## src/rtl/dict_chip_initiator.sv

```systemverilog
// Host-side initiator for the dictionary compression chip: issues one command per
// request, waits for and classifies the chip's response, returns a registered result.
module dict_chip_initiator #(
  parameter int TIMEOUT_CYCLES = 8,
  parameter int CNT_WIDTH      = 16
) (
  input  logic                 clk,
  input  logic                 reset,
  input  logic                 req_valid,
  output logic                 req_ready,
  input  logic                 req_op,
  input  logic [79:0]          req_data,
  input  logic [7:0]           req_code,
  output logic                 rsp_valid,
  input  logic                 rsp_ready,
  output logic [1:0]           rsp_status,
  output logic [7:0]           rsp_code,
  output logic [79:0]          rsp_data,
  output logic [1:0]           chip_command,
  output logic [79:0]          chip_data_in,
  output logic [7:0]           chip_compressed_in,
  input  logic [7:0]           chip_compressed_out,
  input  logic [79:0]          chip_decompressed_out,
  input  logic [1:0]           chip_response,
  output logic                 busy,
  output logic [CNT_WIDTH-1:0] ok_count,
  output logic [CNT_WIDTH-1:0] err_count
);

  localparam logic [1:0] ST_IDLE  = 2'd0;
  localparam logic [1:0] ST_ISSUE = 2'd1;
  localparam logic [1:0] ST_WAIT  = 2'd2;
  localparam logic [1:0] ST_DONE  = 2'd3;

  localparam logic [7:0] TIMEOUT_L = TIMEOUT_CYCLES[7:0];

  localparam logic [1:0] STATUS_OK       = 2'b00;
  localparam logic [1:0] STATUS_CHIP_ERR = 2'b01;
  localparam logic [1:0] STATUS_MISMATCH = 2'b10;
  localparam logic [1:0] STATUS_TIMEOUT  = 2'b11;

  logic [1:0] state;
  logic       op_reg;
  logic [7:0] timer;

  logic       cls_valid;
  logic [1:0] cls_status;
  logic [1:0] expected_rsp;

  // Response classification for the current WAIT cycle; an idle response only
  // classifies once this cycle would be the TIMEOUT_CYCLES-th silent one.
  always_comb begin
    cls_valid    = 1'b0;
    cls_status   = STATUS_OK;
    expected_rsp = op_reg ? 2'b10 : 2'b01;
    if (chip_response == 2'b11) begin
      cls_valid  = 1'b1;
      cls_status = STATUS_CHIP_ERR;
    end else if (chip_response == expected_rsp) begin
      cls_valid  = 1'b1;
      cls_status = STATUS_OK;
    end else if (chip_response != 2'b00) begin
      cls_valid  = 1'b1;
      cls_status = STATUS_MISMATCH;
    end else if (timer + 8'd1 == TIMEOUT_L) begin
      cls_valid  = 1'b1;
      cls_status = STATUS_TIMEOUT;
    end
  end

  always_ff @(posedge clk or posedge reset) begin
    if (reset) begin
      state              <= ST_IDLE;
      op_reg             <= 1'b0;
      timer              <= 8'd0;
      req_ready          <= 1'b1;
      rsp_valid          <= 1'b0;
      rsp_status         <= 2'b00;
      rsp_code           <= 8'd0;
      rsp_data           <= 80'd0;
      chip_command       <= 2'b00;
      chip_data_in       <= 80'd0;
      chip_compressed_in <= 8'd0;
      busy               <= 1'b0;
      ok_count           <= '0;
      err_count          <= '0;
    end else begin
      case (state)
        ST_IDLE: begin
          if (req_valid && req_ready) begin
            op_reg             <= req_op;
            chip_command       <= req_op ? 2'b10 : 2'b01;
            chip_data_in       <= req_data;
            chip_compressed_in <= req_code;
            req_ready          <= 1'b0;
            busy               <= 1'b1;
            state              <= ST_ISSUE;
          end
        end
        ST_ISSUE: begin
          chip_command <= 2'b00;
          timer        <= 8'd0;
          state        <= ST_WAIT;
        end
        ST_WAIT: begin
          if (cls_valid) begin
            rsp_valid  <= 1'b1;
            rsp_status <= cls_status;
            rsp_code   <= (cls_status == STATUS_OK && !op_reg) ? chip_compressed_out : 8'd0;
            rsp_data   <= (cls_status == STATUS_OK && op_reg) ? chip_decompressed_out : 80'd0;
            if (cls_status == STATUS_OK) begin
              if (ok_count != '1) ok_count <= ok_count + CNT_WIDTH'(1);
            end else begin
              if (err_count != '1) err_count <= err_count + CNT_WIDTH'(1);
            end
            state <= ST_DONE;
          end else begin
            timer <= timer + 8'd1;
          end
        end
        ST_DONE: begin
          if (rsp_ready) begin
            rsp_valid <= 1'b0;
            req_ready <= 1'b1;
            busy      <= 1'b0;
            state     <= ST_IDLE;
          end
        end
        default: state <= ST_IDLE;
      endcase
    end
  end

endmodule

```

## config.mk

```make
export PLATFORM = sky130hd
export DESIGN_NAME = dict_chip_initiator
export DESIGN_NICKNAME = d
export VERILOG_FILES = /design/src/rtl/dict_chip_initiator.sv
export SDC_FILE = /design/constraint.sdc
export NUM_CORES = 1
export LEC_CHECK = 0
export ABC_AREA = 1
export CORE_MARGIN = 2
export CORE_UTILIZATION = 44
export DETAILED_ROUTE_END_ITERATION = 8
export GPL_TIMING_DRIVEN = 0
export PLACE_DENSITY = 0.82
export SLEW_MARGIN = 0
export SYNTH_ARGS = -nofsm -noshare
export SYNTH_HDL_FRONTEND = slang
export SYNTH_SLANG_ARGS = --single-unit
```

## constraint.sdc

```tcl
create_clock -name clk -period 9.36 [get_ports clk]
set_input_delay 1.404 -clock clk [delete_from_list [all_inputs] [get_ports clk]]
set_output_delay 1.404 -clock clk [all_outputs]
set_load 0.1 [all_outputs]
```

Yosys cells after proc, flatten, opt, wreduce, memory -nomap -nowiden:

Index checks and enable logic that the tools add are counted.

* logic and storage cells: 78
* flip-flop bits (word level): 226
* output and inout bits: 215
* input port bits: 183

* bitwise gates (word level): 1
* reductions and logical operators: 20
* equal/unequal tests: 12
* add/sub/neg operators: 3
* muxes and demuxes: 28

Operators by type and width (number)
* $mux W80: 1
* $add A16 B1 Y16 const B: 2
* $ne A16 B16 Y1 const B: 2
* $mux W2: 10
* $mux W8: 2
* $pmux W8 S2: 1
* $reduce_bool A2 Y1: 5
* $mux W1: 9
* $reduce_and A3 Y1: 3
* $add A8 B1 Y8 const B: 1
* $eq A8 B4 Y1 const B: 1
* $ne A2 B2 Y1 const B: 4
* $pmux W2 S4: 1
* $reduce_and A2 Y1: 4
* $reduce_and A4 Y1: 2
* $eq A2 B2 Y1 const B: 3
* $pmux W1 S2: 3
* $logic_not A2 Y1: 2
* $pmux W2 S2: 1
* $logic_and A1 B1 Y1: 3
* $eq A2 B1 Y1 const B: 1
* $eq A2 B2 Y1: 1
* $logic_not A1 Y1: 1
* $not A1 Y1: 1

Depth between registers and ports, before layout:

* depth after elaboration: 9
* mapped depth: 14
* depth with buffers taken out: 11

Worst setup path after synthesis:

No wires, ideal clock.

* path kind: input to register
* from: input port chip_response[0]
* to: register ok_count[3]
* stages on the path: 8
* buffers on the path: 1
* arrival: 2.451 ns
* required time: 9.234 ns
* setup slack: 6.783 ns
* cell sequence: nand2_1 -> inv_1 -> nor2_1 -> nand2_1 -> nor2_1 -> buf_2 -> nand2_1 -> xor2_1

* cells in the longest elaborated chain, start to end: 6

Ends and longest elaborated chain
* start: declaration: line 24 `input logic [1:0] chip_response,`
* $reduce_bool A2 Y1: line 62 `end else if (chip_response != 2'b00) begin`
* $mux W2: line 62
* $mux W2: line 59 `end else if (chip_response == expected_rsp) begin`
* $mux W2: line 56 `if (chip_response == 2'b11) begin`
* $logic_not A2 Y1: line 111 `if (cls_status == STATUS_OK) begin`
* $reduce_and A4 Y1 (no line) (*)
* end signal: assignment: line 112 `if (ok_count != '1) ok_count <= ok_count + CNT_WIDTH'(1);`
* end: declaration: line 26 `output logic [CNT_WIDTH-1:0] ok_count,`

Every way passes the cells marked *; elsewhere a longest branch is shown, timed or not.
A chain may end at the register's enable or synchronous reset.

Worst setup path in the final report:

* from: register req_ready
* to: output port req_ready

RTL lines
* start: declaration: line 10 `output logic req_ready,`
* start signal: assignment: line 76 `req_ready <= 1'b1;`
* start signal: assignment: line 95 `req_ready <= 1'b0;`
* start signal: assignment: line 124 `req_ready <= 1'b1;`

No word-level cell between the ends.

==> results.py <==
metrics = {
    "synthesis": {
        "postSynthRegisterBits": 226,
        "synth_area_leader_cell": "sky130_fd_sc_hd__dfrtp_1",
        "synthesis.area_sq_mm": 0.009773,
        "postSynthNetCount": 1321,
        "post-synth-top-area-fraction_pct": 57.61,
        "post_synth_inst_count": 1131,
        "synth_area_per_cell_sq_um": 8.641,
        "synth.lib_cells_used.distinct": 31,
        "yosys_warnings": 0,
        "synth_seq_area_share_pct": 57.88,
        "ys_top_cells_by_area": "sky130_fd_sc_hd__dfrtp_1, sky130_fd_sc_hd__nand2_1, sky130_fd_sc_hd__nand3_1",
    },
    "floorplan": {
        "dieHeight_um": 153.0,
        "core_area_sq_mm": 0.02182,
        "core.rowCount": 54,
        "design.die.area_sq_mm": 0.02342,
        "number_of_top_level_pins": 398,
        "die-width_um": 153.0,
        "start_util_pct": 44.78,
    },
    "worst_setup_path": {
        "worst_r2r_path_depth": 10,
        "critPathRequiredTime_ns": 7.96,
        "timing.critical_path.slowest_cell_delay_ns": 1.20,
        "crit_path_end_kind": "primary output",
        "crit-reg2reg-capture": "chip_compressed_in[3]",
        "worstSetupPathType": "reg -> out",
        "worst_path_dominant_cell_family": "buffers and inverters",
        "crit_path_cell_trace": "clkdlybuf4s50_1",
        "regToRegSetupSlack_ns": 6.95,
        "worstPathMaxFanout": 3,
        "rr_startpoint": "state[1]",
        "crit_buf_inv": 1,
        "critical_path.startpoint_type": "register",
        "arrival_ns": 2.27,
        "crit_slowest_cell": "sky130_fd_sc_hd__clkdlybuf4s50_1",
    },
    "layout": {
        "drive_above_1_share_pct": 4.904,
        "reg.largest.list": "chip_data_in: 80 flops, rsp_data: 80 flops",
        "final-seq-area_sq_mm": 0.005657,
        "syn_to_final_growth_pct": 52.87,
        "fillerInstances": 1688,
        "design.final.nets": 1747,
        "multi_input_area_sq_mm": 0.003567,
    },
    "detailed_routing": {
        "detail_route.vias_per_cell": 5.102,
        "route.met2.wl_um": 15650,
        "dr_pass1_iterations": 5,
        "met3RoutedLength_um": 3139,
        "drt.antenna.violating_nets": 0,
        "via_count": 9454,
        "drcViolationCount": 0,
        "aggregate_routed_wire_length_um": 31970,
        "routedLengthMet1_um": 11800,
        "top_layer_used": "met4",
        "route.detailed.wl_per_inst_um": 17.25,
        "initialDrtViolationCount": 563,
    },
    "clocking": {
        "cts_root_buffer": "sky130_fd_sc_hd__clkbuf_16",
        "cts_setup_buffers": 0,
        "clock_sinks": 226,
        "ctsHtreeMaxLevel": 1,
        "cts_hold_repair_buffers": 0,
        "clkLatencyLatePin_ns": 0.53,
        "clock_path_buffers": 3,
        "num_cts_buffers": 25,
        "clkSlewWorstSetupHoldPaths_ns": 0.06,
        "post_cts_resize_count": 0,
        "tritoncts_clock_tree": "yes",
    },
    "global_route": {
        "grt.total_usage_pct": 26.87,
        "grt_pass1_wl_um": 51000,
        "grt_antenna_before_repair": 3,
        "grt_pass1_vias": 9471,
        "grt_start_max_net_pins": 93,
        "gr-total-overflow": 0,
    },
    "sta": {
        "finalSetupTns_ns": 0,
        "clock_skew_after_layout_ns": 0.02195,
        "rsz0062_at_grt": "false",
        "timing_hold_violations_final": 0,
        "actual_slew_at_the_worst_max_slew_pin_ns": 1.069,
        "timing.slew.headroom_pct": 28.52,
        "timing.final.setup_violations": 0,
        "min_period_over_period_pct": 39.30,
        "final_max_slew_viol_count": 0,
        "period_needed_ns": 3.678,
        "max_clock_freq_mhz": 271.9,
    },
    "placement": {
        "hpwlAfterDp_um": 23900,
        "placement.io_buffers": 397,
        "gpl.final_weighted_congestion": 0.8781,
    },
    "hold_path": {
        "min_delay_path_depth": 2,
        "holdCritStartpoint": "chip_data_in[61]",
        "holdPathEnd": "chip_data_in[61]",
        "timing.hold.worst.class": "reg -> reg",
    },
    "outcome": {
        "run_status": "finished clean",
    },
    "run": {
        "maxcap_violations": 0,
    },
}
-- cell type report --
class / instances / area share, %
clock inverter: 8 / 0.6783
inverter: 53 / 1.382
timing repair buffer: 399 / 26.97
sequential: 226 / 37.86
multi-input combinational: 788 / 23.88
buffer: 64 / 2.345
tap: 280 / 2.345
clock buffer: 32 / 4.497
antenna: 3 / 0.05025
-- synth_stat cells --
master / n
sky130_fd_sc_hd__nor4_1: 1
sky130_fd_sc_hd__nor2_2: 1
sky130_fd_sc_hd__xnor2_1: 16
sky130_fd_sc_hd__o21ai_1: 91
sky130_fd_sc_hd__clkbuf_1: 33
sky130_fd_sc_hd__buf_4: 2
sky130_fd_sc_hd__nor3b_1: 2
sky130_fd_sc_hd__nor3_1: 9
sky130_fd_sc_hd__dfrtp_1: 225
sky130_fd_sc_hd__buf_6: 11
sky130_fd_sc_hd__nand3_2: 2
sky130_fd_sc_hd__xor2_1: 13
sky130_fd_sc_hd__o21ai_0: 28
sky130_fd_sc_hd__o31ai_1: 1
sky130_fd_sc_hd__ha_1: 7
sky130_fd_sc_hd__inv_1: 52
sky130_fd_sc_hd__nor2_1: 27
sky130_fd_sc_hd__a21oi_1: 3
sky130_fd_sc_hd__buf_1: 2
sky130_fd_sc_hd__buf_2: 16
sky130_fd_sc_hd__nand2_2: 4
sky130_fd_sc_hd__nand2_1: 445
sky130_fd_sc_hd__nand3b_1: 2
sky130_fd_sc_hd__nand3_1: 121
sky130_fd_sc_hd__a41oi_1: 1
sky130_fd_sc_hd__dfstp_2: 1
sky130_fd_sc_hd__inv_2: 1
sky130_fd_sc_hd__nand4_1: 11
sky130_fd_sc_hd__o21a_1: 1
sky130_fd_sc_hd__or2_2: 1
sky130_fd_sc_hd__a31oi_1: 1
-- worst register-to-register path, cell delays in order (launching register included) --
cell                       delay, ns
sky130_fd_sc_hd__dfrtp_1        0.41
sky130_fd_sc_hd__inv_1          0.09
sky130_fd_sc_hd__ha_1           0.17
sky130_fd_sc_hd__inv_1          0.08
sky130_fd_sc_hd__nor3_1         0.19
sky130_fd_sc_hd__clkbuf_1       0.50
sky130_fd_sc_hd__inv_2          0.18
sky130_fd_sc_hd__buf_2          0.26
sky130_fd_sc_hd__buf_1          0.26
sky130_fd_sc_hd__nand2_1        0.12
sky130_fd_sc_hd__nand2_1        0.05
-- logic make-up (layout without fill, tap and decap cells) --
group                      count (synthesis)  after routing  synth area share (%)
xor gates and xnor gates                  29             29                 2.599
and+or+nand+nor                          626            626                 26.45
DFF                                      226            226                 57.88
other                                      0              3                     0
AOI/OAI and AO/OA                        126            126                 6.555
buffers and inverters                    117            556                 5.620
adders and majority gates                  7              7                0.8961
-- metrics by stage --
stage / instance area, sq um / hold slack, ns / instances / worst slack (ns) / utilization, %
after global routing: 14940 / 0.4904 / 1853 / 5.653 / 68.46
after CTS: 14930 / 0.4715 / 1850 / 5.659 / 68.43
after floorplan: 9773 / 0.4821 / 1131 / 1.766 / -
final: 14940 / 0.4696 / 1853 / 5.682 / 68.46
after global placement: 14100 / 0.4531 / 1808 / -1.193 / 64.60
after detailed placement: 14160 / 0.4576 / 1810 / 5.749 / 64.88
-- per-layer routing --
layer  global-route usage, %  up-vias
li1                        -     4486
met1                   30.97     4467
met2                   46.13      421
met3                   8.903       80
met4                   10.98        0
met5                       0        -
-- layout by cell type, fill, tap and decap left out, types with 11 or more instances in the layout --
cell type | netlist | routed
sky130_fd_sc_hd__xnor2_1 | 16 | 16
sky130_fd_sc_hd__nor2_1 | 27 | 27
sky130_fd_sc_hd__xor2_1 | 13 | 13
sky130_fd_sc_hd__inv_1 | 52 | 51
sky130_fd_sc_hd__buf_6 | 11 | 11
sky130_fd_sc_hd__clkbuf_16 | 0 | 25
sky130_fd_sc_hd__o21ai_0 | 28 | 28
sky130_fd_sc_hd__buf_2 | 16 | 16
sky130_fd_sc_hd__clkbuf_1 | 33 | 38
sky130_fd_sc_hd__o21ai_1 | 91 | 91
sky130_fd_sc_hd__nand4_1 | 11 | 11
sky130_fd_sc_hd__nand2_1 | 445 | 445
sky130_fd_sc_hd__dfrtp_1 | 225 | 225
sky130_fd_sc_hd__nand3_1 | 121 | 121
sky130_fd_sc_hd__clkdlybuf4s50_1 | 0 | 397
-- how the worst max path moves through the flow --
| stage | start | end | cells past startpoint | slack, ns |
|---|---|---|---|---|
| 2_1_floorplan | reset | busy | 1 | 1.77 |
| 3_3_place_gp | reset | chip_data_in[40] | 2 | -1.19 |
| 3_5_place_dp | req_valid | chip_compressed_in[2] | 9 | 5.75 |
| 4_1_cts | req_ready | req_ready | 1 | 5.66 |
| 5_1_grt | req_ready | req_ready | 1 | 5.65 |
| 6_report | req_ready | req_ready | 1 | 5.68 |
Power is not shown: default switching activity piles up to over one toggle a cycle in this logic, so the estimate is an artifact.
